### src/rtl/uart_in_if.sv
// Receive-side bundle of uart_in: serial line in, framed byte, strobes and status out.
interface uart_in_if;
  logic       rx;
  logic [7:0] UART_RX_Data_Out;
  logic       UART_RX_Ready_Out;
  logic       frame_error;
  logic       idle;

  // The receiver is the source of received data.
  modport master (
    input  rx,
    output UART_RX_Data_Out,
    output UART_RX_Ready_Out,
    output frame_error,
    output idle
  );

  // Consumer side; also drives the line in a bench.
  modport slave (
    output rx,
    input  UART_RX_Data_Out,
    input  UART_RX_Ready_Out,
    input  frame_error,
    input  idle
  );
endinterface

### src/rtl/uart_in.sv
// Byte-wide UART receiver: 1 start, 8 data (LSB first), 1 stop, no parity.
// Bits are sampled at their centre; a low stop bit flags a framing error and parks the
// receiver until the line returns high, so a held break yields exactly one error.
module uart_in #(
  parameter int unsigned CLOCK_RATE = 100_000_000,
  parameter int unsigned BAUD_RATE  = 9600
) (
  input logic       clk,
  input logic       rst,
  uart_in_if.master bus
);

  localparam int unsigned CLKS_PER_BIT = CLOCK_RATE / BAUD_RATE;
  localparam int unsigned HALF_BIT     = CLKS_PER_BIT / 2;
  localparam int unsigned CNT_W        = $clog2(CLKS_PER_BIT) + 1;

  localparam logic [CNT_W-1:0] CNT_HALF = CNT_W'(HALF_BIT - 1);
  localparam logic [CNT_W-1:0] CNT_FULL = CNT_W'(CLKS_PER_BIT - 1);

  typedef enum logic [2:0] {StIdle, StStart, StData, StStop, StBreak} state_e;

  logic             s1, rx_s;
  state_e           state_q, state_d;
  logic [CNT_W-1:0] cnt_q, cnt_d;
  logic [2:0]       bit_idx_q, bit_idx_d;
  logic [7:0]       shift_q, shift_d;
  logic [7:0]       data_q, data_d;
  logic             ready_q, ready_d;
  logic             ferr_q, ferr_d;

  // Two-flop synchroniser; resets to the idle (high) line level.
  always_ff @(posedge clk) begin
    if (rst) begin
      s1   <= 1'b1;
      rx_s <= 1'b1;
    end else begin
      s1   <= bus.rx;
      rx_s <= s1;
    end
  end

  // State, counters, shift register and registered output strobes.
  always_ff @(posedge clk) begin
    if (rst) begin
      state_q   <= StIdle;
      cnt_q     <= '0;
      bit_idx_q <= '0;
      shift_q   <= '0;
      data_q    <= '0;
      ready_q   <= 1'b0;
      ferr_q    <= 1'b0;
    end else begin
      state_q   <= state_d;
      cnt_q     <= cnt_d;
      bit_idx_q <= bit_idx_d;
      shift_q   <= shift_d;
      data_q    <= data_d;
      ready_q   <= ready_d;
      ferr_q    <= ferr_d;
    end
  end

  // Next-state logic; the counter restarts at every sample point so it never overruns.
  always_comb begin
    state_d   = state_q;
    cnt_d     = cnt_q + 1'b1;
    bit_idx_d = bit_idx_q;
    shift_d   = shift_q;
    data_d    = data_q;
    ready_d   = 1'b0;
    ferr_d    = 1'b0;
    unique case (state_q)
      StIdle: begin
        cnt_d = '0;
        if (!rx_s) state_d = StStart;
      end
      StStart: begin
        if (cnt_q == CNT_HALF) begin
          cnt_d = '0;
          if (rx_s) begin
            state_d = StIdle;  // start bit did not hold to mid-bit: glitch
          end else begin
            state_d   = StData;
            bit_idx_d = 3'd0;
          end
        end
      end
      StData: begin
        if (cnt_q == CNT_FULL) begin
          cnt_d            = '0;
          shift_d[bit_idx_q] = rx_s;
          if (bit_idx_q == 3'd7) state_d = StStop;
          else                   bit_idx_d = bit_idx_q + 3'd1;
        end
      end
      StStop: begin
        if (cnt_q == CNT_FULL) begin
          cnt_d = '0;
          if (rx_s) begin
            data_d  = shift_q;
            ready_d = 1'b1;
            state_d = StIdle;  // back in idle half a bit early to catch a zero-gap start
          end else begin
            ferr_d  = 1'b1;
            state_d = StBreak;
          end
        end
      end
      StBreak: begin
        cnt_d = '0;
        if (rx_s) state_d = StIdle;
      end
      default: begin
        cnt_d   = '0;
        state_d = StIdle;
      end
    endcase
  end

  assign bus.UART_RX_Data_Out  = data_q;
  assign bus.UART_RX_Ready_Out = ready_q;
  assign bus.frame_error       = ferr_q;
  assign bus.idle              = (state_q == StIdle);

endmodule

### src/flat_wrapper.sv
// flat-port wrapper written by rule: the top's interface ports become plain ports
module uart_in_flat 
#(
  parameter int unsigned CLOCK_RATE = 100_000_000,
  parameter int unsigned BAUD_RATE  = 9600
)
  (clk, rst, bus_rx, bus_UART_RX_Data_Out, bus_UART_RX_Ready_Out, bus_frame_error, bus_idle);
  uart_in_if bus_i ();
  input logic clk;
  input logic rst;
  input wire logic [$bits(bus_i.rx)-1:0] bus_rx;
  output wire logic [$bits(bus_i.UART_RX_Data_Out)-1:0] bus_UART_RX_Data_Out;
  output wire logic [$bits(bus_i.UART_RX_Ready_Out)-1:0] bus_UART_RX_Ready_Out;
  output wire logic [$bits(bus_i.frame_error)-1:0] bus_frame_error;
  output wire logic [$bits(bus_i.idle)-1:0] bus_idle;
  assign bus_i.rx = bus_rx;
  assign bus_UART_RX_Data_Out = bus_i.UART_RX_Data_Out;
  assign bus_UART_RX_Ready_Out = bus_i.UART_RX_Ready_Out;
  assign bus_frame_error = bus_i.frame_error;
  assign bus_idle = bus_i.idle;
  uart_in #(.CLOCK_RATE(CLOCK_RATE), .BAUD_RATE(BAUD_RATE)) u_core (.clk(clk), .rst(rst), .bus(bus_i));
endmodule
### config.mk
export PLATFORM = sky130hd
export DESIGN_NAME = uart_in_flat
export DESIGN_NICKNAME = d
export VERILOG_FILES = /design/src/rtl/uart_in_if.sv /design/src/rtl/uart_in.sv /design/src/flat_wrapper.sv
export SDC_FILE = /design/constraint.sdc
export NUM_CORES = 1
export LEC_CHECK = 0
export BUFFER_PORTS_ARGS = -buffer_cell sky130_fd_sc_hd__buf_2
export CORE_MARGIN = 2
export CORE_UTILIZATION = 53
export DETAILED_ROUTE_END_ITERATION = 12
export GPL_TIMING_DRIVEN = 0
export PLACE_DENSITY = 0.74
export SLEW_MARGIN = 0
export SYNTH_ARGS = -nofsm -noshare
export SYNTH_HDL_FRONTEND = slang
export SYNTH_SLANG_ARGS = --single-unit
export TNS_END_PERCENT = 10
### constraint.sdc
create_clock -name clk -period 1.7 [get_ports clk]
set_input_delay 0.085 -clock clk [delete_from_list [all_inputs] [get_ports clk]]
set_output_delay 0.085 -clock clk [all_outputs]
set_load 0.02 [all_outputs]
Word-level counts from Yosys, hierarchy flattened
Index checks and enable logic that the tools add are counted.
{"block": "word_totals", "wordCells": 61, "regBits": 41}
{"block": "classes", "add_sub_neg": 2, "n_eq_ne": 15, "bitwise": 2, "n_reduce_logical": 9, "n_mux": 22, "order_cmp": 2}
{"op": "$mux 3", "count": 11}
{"op": "$mux 15", "count": 2}
{"op": "$pmux 15 s2", "count": 1}
{"op": "$add 15x1->15 const B", "count": 1}
{"op": "$eq 15x13->1 const B", "count": 1}
{"op": "$eq 15x14->1 const B", "count": 1}
{"op": "$pmux 3 s5", "count": 1}
{"op": "$ne 2x1->1 const B", "count": 5}
{"op": "$bwmux 8", "count": 1}
{"op": "$eq 3x2->1 const B", "count": 2}
{"op": "$eq 3x3->1 const B", "count": 2}
{"op": "$ne 2x2->1 const B", "count": 3}
{"op": "$pmux 3 s2", "count": 1}
{"op": "$reduce_and 6->1", "count": 1}
{"op": "$reduce_and 5->1", "count": 1}
{"op": "$lt 3x4->1 const B", "count": 1}
{"op": "$add 3x1->3 const B", "count": 1}
{"op": "$demux 1 s3", "count": 1}
{"op": "$eq 3x1->1 const B", "count": 1}
{"op": "$ge 3x1->1 const B", "count": 1}
{"op": "$logic_not 3->1", "count": 1}
{"op": "$mux 1", "count": 3}
{"op": "$reduce_and 3->1", "count": 1}
{"op": "$reduce_or 3->1", "count": 1}
{"op": "other kinds (6)", "count": 7}

Logic depth before layout (Yosys ltp)
{"block": "depth", "depth_word": 5, "mapped_depth": 7, "depth_no_buf": 6}

Worst setup path before layout
Ideal clock, no wire load.
{"block": "synth_timing", "kind": "flip-flop to flip-flop", "from": "reg u_core.cnt_q[0]", "to": "reg u_core.cnt_q[10]", "t_required_ns": 1.568, "setup_slack_ns": 0.013, "t_arrival_ns": 1.555, "stages_incl_launch_ff": 8, "setup_time_ns": 0.132, "path_cell_list": "dfxtp_1 > ha_1 > and4_1 > clkbuf_2 > nand4_4 > a21oi_2 > buf_2 > nor3_1"}
{"block": "synth_via", "elab_chain_len": 3, "elab_cells_between_ends": 6, "cone_classes": "add/sub: 1; eq/ne: 2; mux: 3"}
{"item": "start: declaration", "line_no": "uart_in.sv:24", "source": "logic [CNT_W-1:0] cnt_q, cnt_d;"}
{"item": "start signal: assignment", "line_no": "uart_in.sv:54", "source": "cnt_q <= cnt_d;"}
{"item": "$add 15x1->15, or another cell as far along", "line_no": "uart_in.sv:66", "source": "cnt_d = cnt_q + 1'b1;"}
{"item": "$mux 15, on equally long branches", "line_no": "uart_in.sv:89, uart_in.sv:97, uart_in.sv:78"}
{"item": "$pmux 15 s2 *", "line_no": "uart_in.sv:72", "source": "unique case (state_q)"}
Mark *: on every way between the ends. The rest lies on a longest branch, timed or not.
A chain may end at the register's enable or synchronous reset.

Worst setup path after layout
{"block": "layout_timing", "from": "reg u_core.cnt_q[0]", "to": "reg u_core.shift_q[1]"}
{"block": "layout_via", "elab_chain_len": 2}
{"item": "$eq 15x14->1", "line_no": "uart_in.sv:89", "source": "if (cnt_q == CNT_FULL) begin"}
{"item": "$reduce_and 2->1 (no line)"}
{"item": "end signal: assignment", "line_no": "uart_in.sv:56", "source": "shift_q <= shift_d;"}
{"item": "end: declaration", "line_no": "uart_in.sv:26", "source": "logic [7:0] shift_q, shift_d;"}
Every way passes these cells.

==> metrics <==
largest fanout on the critical path=7; hold depth=2; final worst-path cycle share=98.8%; Layout area overhead=20.0%; port bufs=12; Post-Route Setup TNS=0 ns; Crit path largest cell delay=0.38 ns; CTS tree=done; first-pass GRT wire length=8.18 mm; CP arrival=approximately 1.9 ns; vias in the first global route=1,773; Syn Nets=249; sw frac=between 20% and 30%; Ant. Diodes=0; DRC=0; grt total ovfl=0; fillcell total=313; crit path buf inv count=2; CTS Buf Count=5; die footprint=4440 um^2; RSZ-0062 raised after global routing=true; Clock Latency Late Sink=0.31 ns; initial drt markers=between 100 and 150; final-report max-slew violation count=0; Ys Warns=0; Synth area leaders=dfxtp_1, nand3_1, a21oi_1; largest net degree at the start of global routing=13; Synth area leader=dfxtp_1; Die W=66.6 um; slowest CP cell=dfxtp_4; Max Clock Freq=~0.60 GHz; hold crit path type=in -> reg; routed wire length=4.97 mm; leakage=0.867 nW; Data required, critical path=1.88 ns; worst path cell trace=ha_4, and4_1, clkbuf_8, nand4_1, buf_6, o41ai_2, a21oi_1; status=finished, final reports clean; final hold vios=0; IO Count=14; Root Buffer=clkbuf_8; DP HPWL=approximately 3.2 mm; worst slack, placed=-0.309 ns; Worst Reg-to-Reg Cells=7; register area share after synthesis=39.5%; Final min period=1.68 ns; CTS Sinks=41; wire length per cell=15.6 um; initial core utilization=55.9%; row count=22; Pre-Repair DR Iteration Count=4; cell with the most instances after synthesis=dfxtp_1; unique cell type count in the Yosys netlist=45; critical path depth=7; share of layout cells above drive strength 1=23.3%; post-route clock skew=between 0.01 and 0.015 ns; via count=1,948; Post-synth EDFFs=0; VDD IR max=0.638 mV; Gate power share=2.5%; Power Dens Cells=735 nW/um^2; setup violators final=0; FF+latch count, synth=41; switching power=between 0.3 and 0.4 mW; clock buffer depth=2; Sequential Power Share=approximately 53%; Top delay family on crit path=flip-flops; top post-synthesis cells by count=dfxtp_1, nand3_1, a21oi_1; clock slew at reported path FFs=0.09 ns; final net count=275; Most used DFF post-synth=dfxtp_1; worst slew pin tran=0.492 ns; CTS HTree Levels=2; Yosys top cell area share=39.5%; worst setup margin=0.0202 ns; Pint=1.45 mW; critical path endpoint category=register; mapped cell area=about 2100 um^2; ys async rst share=0%; mean post-synth cell area=8.55 um^2; Worst setup SP type=register; total track usage=24.4%; vias per cell=6.13; Post-Syn Instances=243; relative slew slack=around two thirds; post-route ant nets=0; kind of critical path=reg -> reg; global placer's final weighted congestion=about 0.82; max-cap violations=0; clock network fraction of total power=between 40% and 50%; CORE AREA=between 3000 and 4000 um^2; PnR Total Power=1.83 mW; initial antenna violation count=0; die span in y=66.6 um
[final timing paths]
path / slack, ns / startpoint / end
min reg2reg: 0.42 / u_core.s1$_SDFF_PP1_ / u_core.rx_s$_SDFF_PP1_
max: 0.02 / u_core.cnt_q[0]$_SDFF_PP0_ / u_core.shift_q[1]$_SDFFE_PP0P_
min: 0.24 / rst / u_core.bit_idx_q[0]$_SDFFE_PP0P_
max reg2reg: 0.02 / u_core.cnt_q[0]$_SDFF_PP0_ / u_core.shift_q[1]$_SDFFE_PP0P_
[layer usage]
layer	routed length, um	GRT usage, %	up-vias
met3	217	6.76	8
met4	87	7.65	0
met2	2340	39.4	50
met1	2330	31.6	928
met5	0	0	-
li1	-	-	962
[state kept, by name (all words and copies together) (netlist names)]
signal	flops
u_core.shift_q	8
u_core.bus.UART_RX_Ready_Out	1
u_core.bit_idx_q	3
u_core.s1	1
u_core.cnt_q	15
u_core.rx_s	1
u_core.state_q	3
u_core.bus.frame_error	1
u_core.bus.UART_RX_Data_Out	8
[through the flow]
stage	cells	hold WS, ns	cell area (um^2)	utilization [%]
2_1_floorplan	243	0.189	2080	-
3_3_place_gp	303	0.269	2200	59.2
3_5_place_dp	303	0.271	2200	59.2
4_1_cts	315	0.242	2410	64.8
5_1_grt	318	0.311	2490	67.1
6_report	318	0.242	2490	67.1
[placed cells by master, fill, tap and decap left out, types with 5 or more instances in the layout]
cell      count
and3_1        7
xor2_1        6
nand3_1      28
nor2b_1       5
o21ai_0      11
a21oi_1      19
buf_2        15
o21ai_1       6
nand4_1       5
clkbuf_1     13
clkbuf_8      7
dfxtp_1      36
nand2_1       7
nor3_1       18
buf_4         5
nor2_1        5
[cells by family after synthesis]
logic type                 share of synthesized area, %
AOI/OAI and AO/OA                                  16.2
adders and majority gates                          1.81
buffers and inverters                              4.27
muxes                                             0.963
and+or+nand+nor                                    33.1
DFF                                                39.5
xor gates and xnor gates                           4.21
[power groups by stage]
stage / registers [mW] / clock network [mW] / logic (mW)
floorplan: 0.987 / 0 / 0.0294
global placement: 0.988 / 0 / 0.0399
detailed placement: 0.988 / 0 / 0.0401
CTS: 0.964 / 0.831 / 0.0450
global route: 0.963 / 0.875 / 0.0509
finish: 0.963 / 0.824 / 0.0457
[cell type report]
class	instances	area (um^2)	area share (%)
Buffer	21	114	4.56
Sequential cell	41	832	33.4
Inverter	1	3.75	0.150
Tap cell	48	60.1	2.41
Timing Repair Buffer	19	123	4.91
Clock buffer	7	86.3	3.46
Clock inverter	1	30.0	1.20
Multi-Input combinational cell	180	1250	50.0
[repair_timing]
action | 4_1_cts | 5_1_grt
endpoints found under the setup margin | 35 | 35
pin swaps | 5 | 4
gates cloned | 0 | 0
hold buffers | 1 | 0
hold endpoints to repair | 1 | 0
gates resized for setup | 15 | 30
setup buffers | 3 | 3
Power figures use the tool's default switching activity.
